<file path="src/rtl/apb_mem_slave.sv">
// apb_mem_slave: APB slave fronting a DEPTH-word register memory.
// Ports: PCLK, RESET (async, active-high); APB request PSLEx, PENABLE,
//   PWRITE, PADDAR, PWDATA (+ PSTRB when APB_PSTRB_EN is defined);
//   registered responses PRDATA, PREADY, PSLVERR.
// Build option: define APB_PSTRB_EN to add per-byte write strobes.
module apb_mem_slave #(
  parameter int ADDR_WIDTH  = 4,
  parameter int DATA_WIDTH  = 8,
  parameter int DEPTH       = 16,
  parameter int WAIT_CYCLES = 0
) (
  input  logic                    PCLK,
  input  logic                    RESET,
  input  logic                    PSLEx,
  input  logic                    PENABLE,
  input  logic                    PWRITE,
  input  logic [ADDR_WIDTH-1:0]   PADDAR,
  input  logic [DATA_WIDTH-1:0]   PWDATA,
`ifdef APB_PSTRB_EN
  input  logic [DATA_WIDTH/8-1:0] PSTRB,
`endif
  output logic [DATA_WIDTH-1:0]   PRDATA,
  output logic                    PREADY,
  output logic                    PSLVERR
);

  localparam int NB = DATA_WIDTH / 8;
  localparam logic [ADDR_WIDTH:0] LP_DEPTH =
    (ADDR_WIDTH+1)'(DEPTH);
  localparam logic [3:0] LP_WLAST =
    4'((WAIT_CYCLES == 0) ? 0 : WAIT_CYCLES - 1);
  localparam bit LP_NOWAIT = (WAIT_CYCLES == 0);

  typedef enum logic [1:0] {
    ST_IDLE,
    ST_SETUP,
    ST_WAIT,
    ST_ACCESS_DONE
  } state_t;

  state_t                r_state;
  state_t                w_next;
  logic [3:0]            r_cnt;
  logic [ADDR_WIDTH-1:0] r_addr;
  logic                  r_write;
  logic                  r_err;
  logic [DATA_WIDTH-1:0] r_wdata;
  logic [NB-1:0]         r_strb;
  logic [DATA_WIDTH-1:0] r_mem [DEPTH];

  logic                  w_setup;
  logic                  w_access;
  logic                  w_cap;
  logic                  w_perr;
  logic                  w_cap_err;
  logic                  w_err;
  logic                  w_write;
  logic                  w_done;
  logic                  w_commit;
  logic [ADDR_WIDTH-1:0] w_addr;
  logic [NB-1:0]         w_strb;
  logic [DATA_WIDTH-1:0] w_rdata;

  assign w_setup  = PSLEx & ~PENABLE;
  assign w_access = PSLEx & PENABLE;

`ifdef APB_PSTRB_EN
  assign w_strb    = PSTRB;
  // a read carrying strobes is rejected
  assign w_cap_err = ({1'b0, PADDAR} >= LP_DEPTH)
                   | (~PWRITE & (|PSTRB));
`else
  assign w_strb    = '1;
  assign w_cap_err = ({1'b0, PADDAR} >= LP_DEPTH);
`endif

  // The transfer that completes next: with no wait cycles it is
  // the one being captured on this very edge.
  assign w_addr  = w_cap ? PADDAR    : r_addr;
  assign w_write = w_cap ? PWRITE    : r_write;
  assign w_err   = w_cap ? w_cap_err : (r_err | w_perr);
  assign w_done  = (w_next == ST_ACCESS_DONE);
  assign w_rdata = w_err ? '0 : r_mem[w_addr];

  // Writes land on the edge that closes the PREADY cycle.
  assign w_commit = (r_state == ST_ACCESS_DONE)
                  & r_write & ~r_err;

  // SETUP is the master's setup cycle; it ends on the edge that
  // samples it, so the register resolves it straight into its
  // successor and never rests there.
  always_comb begin
    w_next = r_state;
    w_cap  = 1'b0;
    w_perr = 1'b0;
    unique case (r_state)
      ST_IDLE: begin
        if (w_setup) begin
          w_cap = 1'b1;
          if (LP_NOWAIT) w_next = ST_ACCESS_DONE;
          else           w_next = ST_WAIT;
        end else if (w_access) begin
          w_perr = 1'b1;
          w_next = ST_ACCESS_DONE;
        end
      end
      ST_WAIT: begin
        if (!PSLEx)
          w_next = ST_IDLE;
        else if (PENABLE && r_cnt == LP_WLAST)
          w_next = ST_ACCESS_DONE;
      end
      ST_ACCESS_DONE: begin
        if (w_setup) begin
          w_cap = 1'b1;
          if (LP_NOWAIT) w_next = ST_ACCESS_DONE;
          else           w_next = ST_WAIT;
        end else begin
          w_next = ST_IDLE;
        end
      end
      default: w_next = ST_IDLE;
    endcase
  end

  always_ff @(posedge PCLK or posedge RESET) begin
    if (RESET) begin
      r_state <= ST_IDLE;
      r_cnt   <= '0;
      r_addr  <= '0;
      r_write <= 1'b0;
      r_err   <= 1'b0;
      r_wdata <= '0;
      r_strb  <= '0;
      PREADY  <= 1'b0;
      PSLVERR <= 1'b0;
      PRDATA  <= '0;
    end else begin
      r_state <= w_next;
      PREADY  <= w_done;
      PSLVERR <= w_done & w_err;
      if (w_cap) begin
        r_addr  <= PADDAR;
        r_write <= PWRITE;
        r_wdata <= PWDATA;
        r_strb  <= w_strb;
        r_err   <= w_cap_err;
        r_cnt   <= '0;
      end else begin
        // orphan ACCESS: flag it so nothing gets written
        if (w_perr) r_err <= 1'b1;
        if (r_state == ST_WAIT && w_access)
          r_cnt <= r_cnt + 4'd1;
      end
      if (w_done && !w_perr && !w_write)
        PRDATA <= w_rdata;
    end
  end

  always_ff @(posedge PCLK or posedge RESET) begin
    if (RESET) begin
      for (int i = 0; i < DEPTH; i++)
        r_mem[i] <= '0;
    end else if (w_commit) begin
      for (int b = 0; b < NB; b++)
        if (r_strb[b])
          r_mem[r_addr][b*8 +: 8] <= r_wdata[b*8 +: 8];
    end
  end

endmodule

</file>
<file path="config.mk">
export PLATFORM = sky130hd
export DESIGN_NAME = apb_mem_slave
export DESIGN_NICKNAME = d
export VERILOG_FILES = /design/src/rtl/apb_mem_slave.sv
export SDC_FILE = /design/constraint.sdc
export NUM_CORES = 1
export LEC_CHECK = 0
export CAP_MARGIN = 20
export CELL_PAD_IN_SITES_DETAIL_PLACEMENT = 1
export CELL_PAD_IN_SITES_GLOBAL_PLACEMENT = 2
export CORE_UTILIZATION = 36
export CTS_CLUSTER_DIAMETER = 60
export DETAILED_ROUTE_END_ITERATION = 8
export GPL_ROUTABILITY_DRIVEN = 0
export PLACE_DENSITY = 0.79
export SYNTH_ARGS = -nofsm -noshare
export SYNTH_HDL_FRONTEND = slang
export SYNTH_SLANG_ARGS = --single-unit
</file>
<file path="constraint.sdc">
create_clock -name PCLK -period 7.1 [get_ports PCLK]
set_input_delay 1.065 -clock PCLK [delete_from_list [all_inputs] [get_ports PCLK]]
set_output_delay 1.065 -clock PCLK [all_outputs]
set_load 0.05 [all_outputs]
</file>
==> results.md <==
* Worst Hold Class: reg2reg
* Number of optimization iterations in the first detailed-route pass at 4
* Die Footprint at 22100 um2
* Number of different library cells in the post-synthesis netlist at 54
* Final setup viols at 0
* I/O pin count at 27
* Largest fanout of any net on the critical path at 19
* CTS Buf Count at 17
* Worst slew margin relative to its limit at 37.3%
* Sequential element share of the synthesized area at 51.3%
* 1st-iter DRT viols at 281
* Initial core utilization at 36.8%
* Leading cell types in the layout, fill and taps excluded: 159 x dfrtp_1, 112 x nand2_1, 108 x mux2_2, 29 x mux2i_1, 26 x clkdlybuf4s50_1
* Max H-tree Level at 4
* Post-Route WL at 20300 um
* Cells resized by post-CTS repair at 0
* Cells along the critical path: clkdlybuf4s50_1 > nor3b_4 > buf_4 > mux2i_4 > inv_2 > nor2_2 > nand3_1 > o2111ai_1 > nand3_1
* Endpoint arrival time on the critical path at 4.09 ns
* Peak per-stage delay on the critical path at 0.72 ns
* Fin. Hold Viols at 0
* Clock latency at the later pin of the worst-skew pair at 0.43 ns
* Maximum capacitance violations at 0
* CORE AREA at 21100 um2
* Most used cell along the critical path: nand3_1
* Worst r2r src: r_state[0]
* Most common cell after layout, fill and taps aside: dfrtp_1
* Actual transition at the worst max-transition pin at 0.940 ns
* Ratio of cells with drive above 1 in the final layout at 28.6%
* # diodes at 0
* Clock input transition at the sequential cells of the worst setup and hold paths at 0.06 ns
* Total count of max-transition violations in the final report at 0
* Warnings from Yosys at 0
* Minimum setup slack in the final design at 3.31 ns
* Leakage power at 4.10 nW
* Largest net degree at the start of global routing at 87
* GRT Total Usage at 20.1%
* Post-Synthesis Cells at 628
* Horiz. Die Dim at 149 um
* Primary FF master, synth: dfrtp_1
* Min cycle time layout at 3.79 ns
* Worst-case setup slack after placement at 2.91 ns
* Critical path origin: PSLEx
* Overflow after GRT at 0
* Avg WL per Cell at 21.7 um
* Fin Hold WS at 0.492 ns
* Overall die height at 149 um
* Net count after synthesis at 651
* Placed wire-length estimate after detailed placement at 13500 um
* Wire length of the first global-routing pass at 32800 um
* Worst min-delay path endpoint: r_mem[70]
* Final #Nets at 667
* Proportion of synthesized flip-flops having asynchronous set or reset at 100%
* Vias in the first global route at 5564
* Crit start category: input pin
* EDFF count, synth at 0
* Number of nets with antenna violations after routing at 0
* Fmax at 0.264 GHz
* Layout Cells excl Fill at 932
* Via count at 5022
* Worst Path Required at 7.39 ns
* Per-cell via count in the routed design at 5.39
* Run status: finished clean
* CTS Root Cell: clkbuf_16
* Critical path capture point type: flop
* Post-Syn Area at 7750 um2
* P&R area growth vs syn at 13.7%
* # DRC at 0
* Slowest-stage cell, CP: clkdlybuf4s50_1
* Antenna violations before repair at 0
* Setup repair after global routing missed its margin: false
* Count of buffers inserted at the top-level ports at 26
* Setup TNS at 0 ns
* Number of storage elements in the synthesis netlist at 159
* Hold buffer count at cts at 0
* IR drop worst, VDD at 0.155 mV
* Buffer and inverter count on the worst path at 3
* Share of the clock period used by the worst path after layout at 53.4%
* Start-to-end type of the worst setup path: in2reg
* Final standard cell utilization of the core at 41.8%
* Setup slack, reg-to-reg at 3.78 ns
* Syn_area_per_cell at 12.3 um2
* Largest delay contributor family on the critical path: buffers and inverters
* R2r endpoint: PRDATA[5]
* Max Clock Skew at 0.0114 ns
* Total setup buffers inserted after CTS at 0
* Hold path start: r_mem[70]
* Hold Path Depth at 1
* Reg2Reg Depth at 10
* Post-Place Cells at 900
* Largest buffer count on any clock path at 2
* Num rows at 53
* Pwr per Cell Area at 371 nW/um2
* Number of clock sinks seen by CTS at 159
* CTS tree: built
stage by stage:
stage               cell area [um2]  total power [mW]
finish                         8810              3.27
CTS                            8810              3.29
floorplan                      7750              2.00
detailed placement             8200              2.33
global route                   8810              3.44
global placement               8200              2.28
layer usage:
metal / GRT usage [%] / up-vias / wire length, um / share of wire (%)
met2: 33.5 / 108 / 10000 / 49
li1: - / 2276 / - / -
met1: 25.8 / 2618 / 9020 / 45
met5: 0 / - / 0 / 0
met4: 6.48 / 0 / 297 / 1.5
met3: 4.74 / 20 / 914 / 4.5
registers in the layout (all words and copies together) (netlist names):
name / count
PRDATA: 8
r_strb: 1
PSLVERR: 1
r_state: 2
r_wdata: 8
r_err: 1
r_write: 1
PREADY: 1
r_mem: 128
r_cnt: 4
r_addr: 4
kinds of logic (layout without fill, tap and decap cells):
group                    Yosys count  after routing  synth area share [%]
multiplexers                     176            176                  27.8
AND/OR/NAND/NOR                  178            178                  11.1
AO/OA/AOI/OAI                     60             60                  5.50
buffers and inverters             49             78                  3.28
flip-flops                       159            159                  51.3
adder cells (fa/ha/maj)            6              6                 0.968
synthesized netlist by cell type, types with 3 or more instances:
cell | n | area share, %
a21oi_1 | 17 | 1.1
a32oi_1 | 11 | 1.2
buf_2 | 9 | 0.58
buf_4 | 4 | 0.39
buf_6 | 4 | 0.58
clkbuf_1 | 14 | 0.68
dfrtp_1 | 159 | 51
ha_1 | 6 | 0.97
inv_1 | 12 | 0.58
inv_2 | 3 | 0.15
mux2_1 | 14 | 2.0
mux2_2 | 108 | 16
mux2_4 | 8 | 1.5
mux2i_1 | 29 | 3.7
mux4_2 | 14 | 4.1
nand2_1 | 112 | 5.4
nand2b_1 | 6 | 0.48
nand3_1 | 22 | 1.4
nor2_1 | 9 | 0.44
nor2_2 | 7 | 0.56
nor3_1 | 3 | 0.19
o2111ai_1 | 6 | 0.68
o211ai_1 | 5 | 0.48
o21ai_0 | 5 | 0.32
o21ai_1 | 3 | 0.19
worst max path at each step:
| stage | slack (ns) | endpoint | cells after the start |
|---|---|---|---|
| after CTS | 3.37 | PRDATA[5] | 9 |
| after global routing | 3.11 | PRDATA[5] | 10 |
| after floorplan | 1.74 | PRDATA[0] | 1 |
| after detailed placement | 2.91 | PRDATA[5] | 9 |
| final | 3.31 | PRDATA[5] | 9 |
| after global placement | 2.99 | PRDATA[5] | 9 |
cell type report:
| class | count | area, um2 |
|---|---|---|
| inverters | 16 | 67.6 |
| repair buffers | 30 | 290 |
| clock buffers | 23 | 478 |
| clock inverters | 9 | 133 |
| well taps | 275 | 344 |
| multi-input cells | 420 | 3520 |
| flip-flops and latches | 159 | 3980 |
| fillers | 2198 | 12300 |
power by group:
group,total [mW],switching (mW),leakage (nW),internal (mW)
clock,0.950,0.369,0.293,0.581
combinational,0.959,0.593,1.64,0.366
sequential,1.36,0.291,2.18,1.07
total,3.27,1.25,4.10,2.01
worst reg2reg max path, cell delays in order (launching register included):
cell	delay, ns
dfrtp_1	0.45
inv_1	0.12
ha_1	0.38
nor3b_4	0.27
buf_4	0.33
mux2i_4	0.52
inv_2	0.27
nor2_2	0.38
nand3_1	0.14
o2111ai_1	0.20
nand3_1	0.12
Power figures use the tool's default switching activity.
